`config.mk`:
```
export PLATFORM = sky130hd
export DESIGN_NAME = mem_arbiter
export DESIGN_NICKNAME = d
export VERILOG_FILES = /design/src/rtl/mem_arbiter_pkg.sv /design/src/rtl/mem_arbiter.sv
export SDC_FILE = /design/constraint.sdc
export NUM_CORES = 1
export LEC_CHECK = 0
export ABC_AREA = 1
export BUFFER_PORTS_ARGS = -buffer_cell sky130_fd_sc_hd__clkbuf_2
export CAP_MARGIN = 30
export CORE_MARGIN = 2
export CORE_UTILIZATION = 54
export DETAILED_ROUTE_END_ITERATION = 10
export MAX_ROUTING_LAYER = met4
export PLACE_DENSITY_LB_ADDON = 0.2
export SLEW_MARGIN = 20
export SYNTH_ARGS = -nofsm -noshare
export SYNTH_HDL_FRONTEND = slang
export SYNTH_SLANG_ARGS = --single-unit
```
`constraint.sdc`:
```
create_clock -name clk -period 7.8 [get_ports clk]
set_input_delay 1.56 -clock clk [delete_from_list [all_inputs] [get_ports clk]]
set_output_delay 1.56 -clock clk [all_outputs]
set_load 0.02 [all_outputs]
```
`src/rtl/mem_arbiter_pkg.sv`:
```
// mem_arbiter_pkg: shared encodings for the byte-serial memory arbiter.
//   BYTE_W          width of one RAM transfer
//   SIZE_B/H/W      mem_size encodings (2'b11 also means word)
//   state_e         arbiter FSM states
//   gnt_e           which requester owns the current access
//   size_to_nbytes  mem_size -> number of byte transfers (1, 2 or 4)
package mem_arbiter_pkg;

  localparam int unsigned BYTE_W = 8;

  localparam logic [1:0] SIZE_B = 2'b00;
  localparam logic [1:0] SIZE_H = 2'b01;
  localparam logic [1:0] SIZE_W = 2'b10;

  typedef enum logic [1:0] {
    ST_IDLE   = 2'd0,
    ST_ACCESS = 2'd1,
    ST_DONE   = 2'd2
  } state_e;

  typedef enum logic {
    GNT_IF  = 1'b0,
    GNT_MEM = 1'b1
  } gnt_e;

  function automatic logic [2:0] size_to_nbytes(input logic [1:0] size);
    case (size)
      SIZE_B:  return 3'd1;
      SIZE_H:  return 3'd2;
      default: return 3'd4;
    endcase
  endfunction

endpackage

```
`src/rtl/mem_arbiter.sv`:
```
// mem_arbiter: shares one byte-wide RAM port between instruction fetch (IF)
// and the memory stage (MEM). Each access is serialised into byte transfers;
// words are assembled/disassembled little-endian. MEM has priority.
//
// Ports:
//   clk, rst                 clock, asynchronous active-high reset
//   if_req/if_addr/if_abort  fetch request (32-bit read), flush cancel
//   if_done/if_rdata         one-cycle done pulse with fetched word
//   mem_req/mem_we/mem_addr/mem_size/mem_wdata
//                            data request, byte/half/word read or write
//   mem_done/mem_rdata       one-cycle done pulse with zero-extended data
//   ram_addr/ram_dout/ram_wr byte RAM address, write byte, write strobe
//   ram_din                  byte RAM read data, one cycle after ram_addr
//   busy                     high whenever the arbiter is not idle
module mem_arbiter
  import mem_arbiter_pkg::*;
#(
  parameter int unsigned ADDR_W = 32,
  parameter int unsigned WORD_W = 32   // only 32 is supported
) (
  input  logic              clk,
  input  logic              rst,
  input  logic              if_req,
  input  logic [ADDR_W-1:0] if_addr,
  input  logic              if_abort,
  output logic              if_done,
  output logic [WORD_W-1:0] if_rdata,
  input  logic              mem_req,
  input  logic              mem_we,
  input  logic [ADDR_W-1:0] mem_addr,
  input  logic [1:0]        mem_size,
  input  logic [WORD_W-1:0] mem_wdata,
  output logic              mem_done,
  output logic [WORD_W-1:0] mem_rdata,
  output logic [ADDR_W-1:0] ram_addr,
  output logic [7:0]        ram_dout,
  input  logic [7:0]        ram_din,
  output logic              ram_wr,
  output logic              busy
);

  state_e            state_q, state_d;
  gnt_e              gnt_q, gnt_d;
  logic [ADDR_W-1:0] addr_q, addr_d;
  logic              we_q, we_d;
  logic [2:0]        nbytes_q, nbytes_d;
  logic [WORD_W-1:0] wdata_q, wdata_d;
  logic [2:0]        cnt_q, cnt_d;
  logic [WORD_W-1:0] res_q, res_d;
  logic [WORD_W-1:0] if_rdata_q, if_rdata_d;
  logic [WORD_W-1:0] mem_rdata_q, mem_rdata_d;

  logic       abort_hit;
  logic       last_cnt;
  logic [2:0] cap_idx;
  logic       in_access;
  logic       addr_phase;
  logic       done_if;
  logic       done_mem;

  // Abort only matters while IF owns the port; the caller gates on state.
  assign abort_hit = (gnt_q == GNT_IF) && if_abort;

  // Reads need one extra cycle to collect the byte of the last address.
  assign last_cnt  = we_q ? (cnt_q == nbytes_q - 3'd1) : (cnt_q == nbytes_q);
  assign cap_idx   = cnt_q - 3'd1;

  always_comb begin
    state_d     = state_q;
    gnt_d       = gnt_q;
    addr_d      = addr_q;
    we_d        = we_q;
    nbytes_d    = nbytes_q;
    wdata_d     = wdata_q;
    cnt_d       = cnt_q;
    res_d       = res_q;
    if_rdata_d  = if_rdata_q;
    mem_rdata_d = mem_rdata_q;

    case (state_q)
      ST_IDLE: begin
        if (mem_req) begin
          gnt_d    = GNT_MEM;
          addr_d   = mem_addr;
          we_d     = mem_we;
          nbytes_d = size_to_nbytes(mem_size);
          wdata_d  = mem_wdata;
          cnt_d    = '0;
          res_d    = '0;
          state_d  = ST_ACCESS;
        end else if (if_req) begin
          gnt_d    = GNT_IF;
          addr_d   = if_addr;
          we_d     = 1'b0;
          nbytes_d = size_to_nbytes(SIZE_W);
          wdata_d  = '0;
          cnt_d    = '0;
          res_d    = '0;
          state_d  = ST_ACCESS;
        end
      end

      ST_ACCESS: begin
        if (abort_hit) begin
          state_d = ST_IDLE;
          cnt_d   = '0;
        end else begin
          // Byte for the address driven last cycle is on ram_din now.
          if (!we_q && (cnt_q != 3'd0)) begin
            res_d[{cap_idx[1:0], 3'b000} +: BYTE_W] = ram_din;
          end
          if (last_cnt) begin
            state_d = ST_DONE;
          end else begin
            cnt_d = cnt_q + 3'd1;
          end
        end
      end

      ST_DONE: begin
        state_d = ST_IDLE;
        cnt_d   = '0;
        if (!abort_hit) begin
          if (gnt_q == GNT_IF) begin
            if_rdata_d = res_q;
          end else if (!we_q) begin
            mem_rdata_d = res_q;
          end
        end
      end

      default: begin
        state_d = ST_IDLE;
        cnt_d   = '0;
      end
    endcase
  end

  always_ff @(posedge clk or posedge rst) begin
    if (rst) begin
      state_q     <= ST_IDLE;
      gnt_q       <= GNT_IF;
      addr_q      <= '0;
      we_q        <= 1'b0;
      nbytes_q    <= '0;
      wdata_q     <= '0;
      cnt_q       <= '0;
      res_q       <= '0;
      if_rdata_q  <= '0;
      mem_rdata_q <= '0;
    end else begin
      state_q     <= state_d;
      gnt_q       <= gnt_d;
      addr_q      <= addr_d;
      we_q        <= we_d;
      nbytes_q    <= nbytes_d;
      wdata_q     <= wdata_d;
      cnt_q       <= cnt_d;
      res_q       <= res_d;
      if_rdata_q  <= if_rdata_d;
      mem_rdata_q <= mem_rdata_d;
    end
  end

  assign in_access  = (state_q == ST_ACCESS);
  assign addr_phase = in_access && (cnt_q < nbytes_q);

  assign ram_addr = addr_phase ? (addr_q + ADDR_W'(cnt_q)) : '0;
  assign ram_wr   = in_access && we_q;
  assign ram_dout = (in_access && we_q) ? wdata_q[{cnt_q[1:0], 3'b000} +: BYTE_W] : '0;

  // A flush arriving during DONE must still kill the IF pulse that cycle,
  // so if_done is gated by the live if_abort input.
  assign done_if  = (state_q == ST_DONE) && (gnt_q == GNT_IF) && !if_abort;
  assign done_mem = (state_q == ST_DONE) && (gnt_q == GNT_MEM);

  assign if_done  = done_if;
  assign mem_done = done_mem;

  // The assembled word is shown during the done cycle and committed to the
  // hold register at its end, so an aborted DONE leaves if_rdata untouched.
  assign if_rdata  = done_if ? res_q : if_rdata_q;
  assign mem_rdata = (done_mem && !we_q) ? res_q : mem_rdata_q;

  assign busy = (state_q != ST_IDLE);

endmodule

```
* Word level (Yosys, flattened, before mapping) *
Index checks and enable logic that the tools add are counted.

storage, ports and cells
  bits in registers = 170
  word-level logic and storage cells = 84
  output and inout bits = 108
  input bits = 112

cells by class
  multiplexer cells = 30
  shifts and indexed selects = 3
  reductions and logical operators = 22
  order comparisons = 1
  add/sub/neg operators = 5
  equal/unequal tests = 10
  bitwise operators = 3

operators with widths
  kind                      number
  $mux W32                  10
  $pmux W32 S2              1
  $add A32 B3 Y32           1
  $bwmux W32                1
  $shift A8 B7 Y32 const A  1
  $shiftx A32 B6 Y8         1
  $shiftx A8 B7 Y32         1
  $mux W3                   6
  $pmux W3 S2               2
  $ne A3 B3 Y1 const B      3
  $logic_and A1 B1 Y1       8
  $mux W2                   4
  $mux W8                   1
  $reduce_and A4 Y1         2
  $neg A5 Y7                1
  $eq A3 B3 Y1              2
  $reduce_and A2 Y1         3
  $reduce_bool A2 Y1        3
  $eq A2 B1 Y1 const B      2
  $logic_not A2 Y1          2
  $mux W1                   4
  $pmux W2 S2               1
  $add A3 B1 Y3 const B     1
  $lt A3 B3 Y1              1
  9 further kinds           12

* Longest topological paths before layout *
  depth after elaboration = 7
  gate-level depth with buffers = 12
  mapped depth without buffers = 12

* Worst setup path after synthesis *
No wires, ideal clock.

  path kind = in2out
  from = input if_abort
  to = output if_rdata[10]
  path buffers = 1
  data required time = 6.240 ns
  arrival = 2.732 ns
  stages on the path = 4
  slack = 3.508 ns
  cell sequence = nor3_2 -> inv_2 -> clkbuf_1 -> o21ai_0

on the way
  cells in the longest elaborated chain, start to end = 3

RTL lines
  item                 line                RTL
  from (decl)          mem_arbiter.sv:25   input logic if_abort,
  $logic_not A1 Y1     mem_arbiter.sv:174  assign done_if = (state_q == ST_DONE) && (gnt_q == GNT_IF) && !if_abort;
  $logic_and A1 B1 Y1  mem_arbiter.sv:174
  $mux W32             mem_arbiter.sv:182  assign if_rdata = done_if ? res_q : if_rdata_q;
  to (decl)            mem_arbiter.sv:27   output logic [WORD_W-1:0] if_rdata,

No other way between the ends.

* Worst setup path in the final report *
  from = register cnt_q[0]
  to = output ram_addr[9]

on the way
  cells in the longest elaborated chain, start to end = 3
  elaborated cells on any way between the ends = 4
  classes of those cells = 1 x add/sub; 1 x order compare; 1 x mux; 1 x reduce/logical

RTL lines
  item                                                                     line                RTL
  from (decl)                                                              mem_arbiter.sv:48   logic [2:0] cnt_q, cnt_d;
  from (signal assigned)                                                   mem_arbiter.sv:158  cnt_q <= cnt_d;
  parallel branches: the longest is 2 deep, another holds $add A32 B3 Y32  -
  $mux W32 (*)                                                             mem_arbiter.sv:168  assign ram_addr = addr_phase ? (addr_q + ADDR_W'(cnt_q)) : '0;
  to (decl)                                                                mem_arbiter.sv:35   output logic [ADDR_W-1:0] ram_addr,

Every way passes the cells marked *.

==> metrics.cfg <==
[status]
status = complete, no violations

[hold_path]
hold_depth = 2
holdCritStartpoint = res_q[5]$_DFFE_PP0P_
min_to = res_q[5]$_DFFE_PP0P_
min_path_type = flop to flop

[route]
wl_um = 22410
detail-route-antenna-nets = 0
first_pass_iters = 5
post_drt_wl_per_cell_um = 13.74
drt_iter0_markers = 765
viasPerCell = 5.129
vias = 8366
drc = 0

[job]
max-cap-violations = 0

[die]
die_area_mm2 = 0.01781
core_mm2 = 0.01647
ios = 220
fp-row-count = 47
die_h_um = 133.5
start_util = 0.5495
die_x_um = 133.5

[setup_path]
cp.required_ns = 6.24
cp-end-kind = output port
critPathMaxStageDelay_ns = 0.89
crit_chain = clkinv_1, ha_1, nor2_1, nor3_1, nand2_1, inv_1, o21ai_0, a21oi_1, clkbuf_2
crit_type = flop to output port
start_kind = flop
arrival_ns = 4.22
cp_max_fo = 30
crit_family = buffers and inverters
crit_slowest_cell = clkinv_1
rr_startpoint = cnt_q[0]$_DFFE_PP0P_
ff2ff_setup_slack_ns = 4.08
timing.rr.end = res_q[1]$_DFFE_PP0P_
r2r_cells = 10
path_buf_inv = 3

[sta]
slew_headroom = 0.4323
finalCriticalPeriod_ns = 5.776
skew_ns = 0.007743
finalCritPeriodShare = 0.7405
whs_ns = 0.4748
worst_pin_slew_ns = 0.8495
fmax_mhz = 173.1
drv_slew = 0
fin_tns_setup_ns = 0
rsz0062_at_grt = no
setup_viol = 0
finalHoldViolations = 0

[layout]
layout.nets = 1523
multi_input_comb_area_mm2 = 0.003914
post-route-cell-area_mm2 = 0.01077
n_fill_cell = 1515
drive_gt1_frac = 0.2007
final_util = 0.6539
area_delta_synth_final_pct = 18.99
final_cells = 1631
seq_area_mm2 = 0.004254

[yosys]
syn_nets = 1334
netlist_top_cells_area = dfrtp_1 (47%), nand2_1 (14%), o21ai_0 (11%)
synthCells = 1209
ys_seq_elements = 170
synth_seq_area_share = 0.4701
synthDominantCellAreaShare = 0.4701
syn_area_mm2 = 0.009049
ys_types = 33
yosysTopAreaCell = dfrtp_1
yosysWarnings = 0
avgSynthCellArea_um2 = 7.484

[global_route]
grt_util_all_layers = 0.2692
antenna_found_initial = 1
grt_max_degree = 97
busiest_layer = met2
grt_pass1_wl_um = 37380
grt.met3_usage = 0.05479
grtUsageMet1 = 0.3726
grt_pass1_vias = 7754
gr-usage-met2 = 0.4086
grt_overflow = 0

[clock_tree]
cts_setup_buffers = 0
tritoncts = built
cts.sinks = 170
path_clk_slew_ns = 0.07
numCtsBuffers = 17
max-clock-path-buffers = 2
cts_hold_buf = 0
cts_root_buf = clkbuf_16
cts_resized = 0
cts.htree.levels = 4
clkLatencyLatePin_ns = 0.43

[power_and_ir_drop]
seq_power_share = 0.349
p_sw_frac = 0.4484
combPwrFrac = 0.441
p_per_area_mw_per_mm2 = 366.5
p_leak_uw = 0.005588
intPower_uw = 2177
vdd_drop_max_v = 0.0001864
switchingPower_uw = 1769
p_clk_frac = 0.210

[placement]
place_congestion = 0.8926
dp_hpwl_um = 16540
placed_area_mm2 = 0.01019
io_buffers = 219
dp_cells = 1599

[per-layer routing]
| layer | routed length (µm) | share of wire |
|---|---|---|
| met2 | 10420 | 0.46 |
| met5 | 0 | 0 |
| met1 | 10440 | 0.47 |
| met4 | 342 | 0.015 |
| met3 | 1213 | 0.054 |
[synthesized netlist by cell type, drive strengths merged]
library cell and instances:
or2 2, a22o 10, xor2 6, a211oi 1, o32ai 1, clkbuf 22
and2 1, nor3 7, clkinv 2, fa 1, dfrtp 170, buf 33
a21oi 36, o211ai 26, nand2 343, inv 153, nor4 1, nand4 8
nand3 53, ha 12, nor2 107, o21ai 214
[worst max-delay path by stage]
stage | from | to | cells after the start | slack [ns]
4_1_cts | cnt_q[0]$_DFFE_PP0P_ | ram_addr[9] | 9 | 2.00
3_3_place_gp | cnt_q[0]$_DFFE_PP0P_ | ram_addr[9] | 9 | 2.60
3_5_place_dp | cnt_q[0]$_DFFE_PP0P_ | ram_addr[9] | 9 | 2.46
6_report | cnt_q[0]$_DFFE_PP0P_ | ram_addr[9] | 9 | 2.02
5_1_grt | cnt_q[0]$_DFFE_PP0P_ | ram_addr[9] | 9 | 1.58
2_1_floorplan | rst | addr_q[0]$_DFFE_PP0P_ | 1 | 1.64
[worst min-delay path, cell delays in order, from the launching register on]
cell	delay [ns]
dfrtp_1	0.34
nand2_1	0.05
nand2_1	0.05
[flip-flops by register name, indices dropped and copies added (netlist names), 2 cells and up]
name         cells
mem_rdata_q     32
cnt_q            3
nbytes_q         3
res_q           32
wdata_q         32
state_q          2
if_rdata_q      32
addr_q          32
[through the flow]
step	setup slack, ns	power [µW]
6_report	2.024	3946
5_1_grt	1.579	4261
4_1_cts	1.999	3963
3_5_place_dp	2.461	3128
3_3_place_gp	2.598	3088
2_1_floorplan	1.637	2631
[power groups by stage]
stage | Sequential (µW) | Clock, µW | Combinational [µW]
detailed placement | 1380 | 0 | 1740
finish | 1380 | 829 | 1740
global route | 1410 | 879 | 1970
global placement | 1380 | 0 | 1710
CTS | 1370 | 842 | 1750
floorplan | 1310 | 0 | 1320
[area by class of cell]
type / count / share of cell area
clock inverters: 12 / 0.01302
flip-flops and latches: 170 / 0.3951
diodes: 1 / 0.0002324
multi-input cells: 829 / 0.3635
inverters: 155 / 0.05450
well taps: 220 / 0.02557
clock buffers: 19 / 0.04021
repair buffers: 225 / 0.1078
[cells in the final DEF (no fill, tap or decap), types with 3 or more instances in the layout]
cell type     n
nand3_1      52
nor2_2        5
ha_1         12
clkbuf_16    17
buf_4         5
o211ai_1     26
xor2_1        6
inv_1       144
nand2_1     337
o21ai_1      16
dfrtp_1     170
o21ai_0     197
inv_6         5
nor2_1      100
clkinvlp_4    3
nand4_1       8
inv_2         8
a22o_1       10
clkbuf_2    219
nand2_2       6
nor3_1        5
a21oi_1      36
[cells by family (layout without fill, tap and decap cells)]
| logic type | Yosys count | count (layout) | synth area share |
|---|---|---|---|
| other | 0 | 1 | 0 |
| xor gates and xnor gates | 6 | 6 | 0.005807 |
| AOI/OAI and AO/OA | 288 | 288 | 0.1717 |
| adders and majority gates | 13 | 13 | 0.01880 |
| buffers and inverters | 210 | 411 | 0.09817 |
| and+or+nand+nor | 522 | 522 | 0.2353 |
| DFF | 170 | 170 | 0.4701 |
No activity file was read; power rests on OpenSTA's default activity.
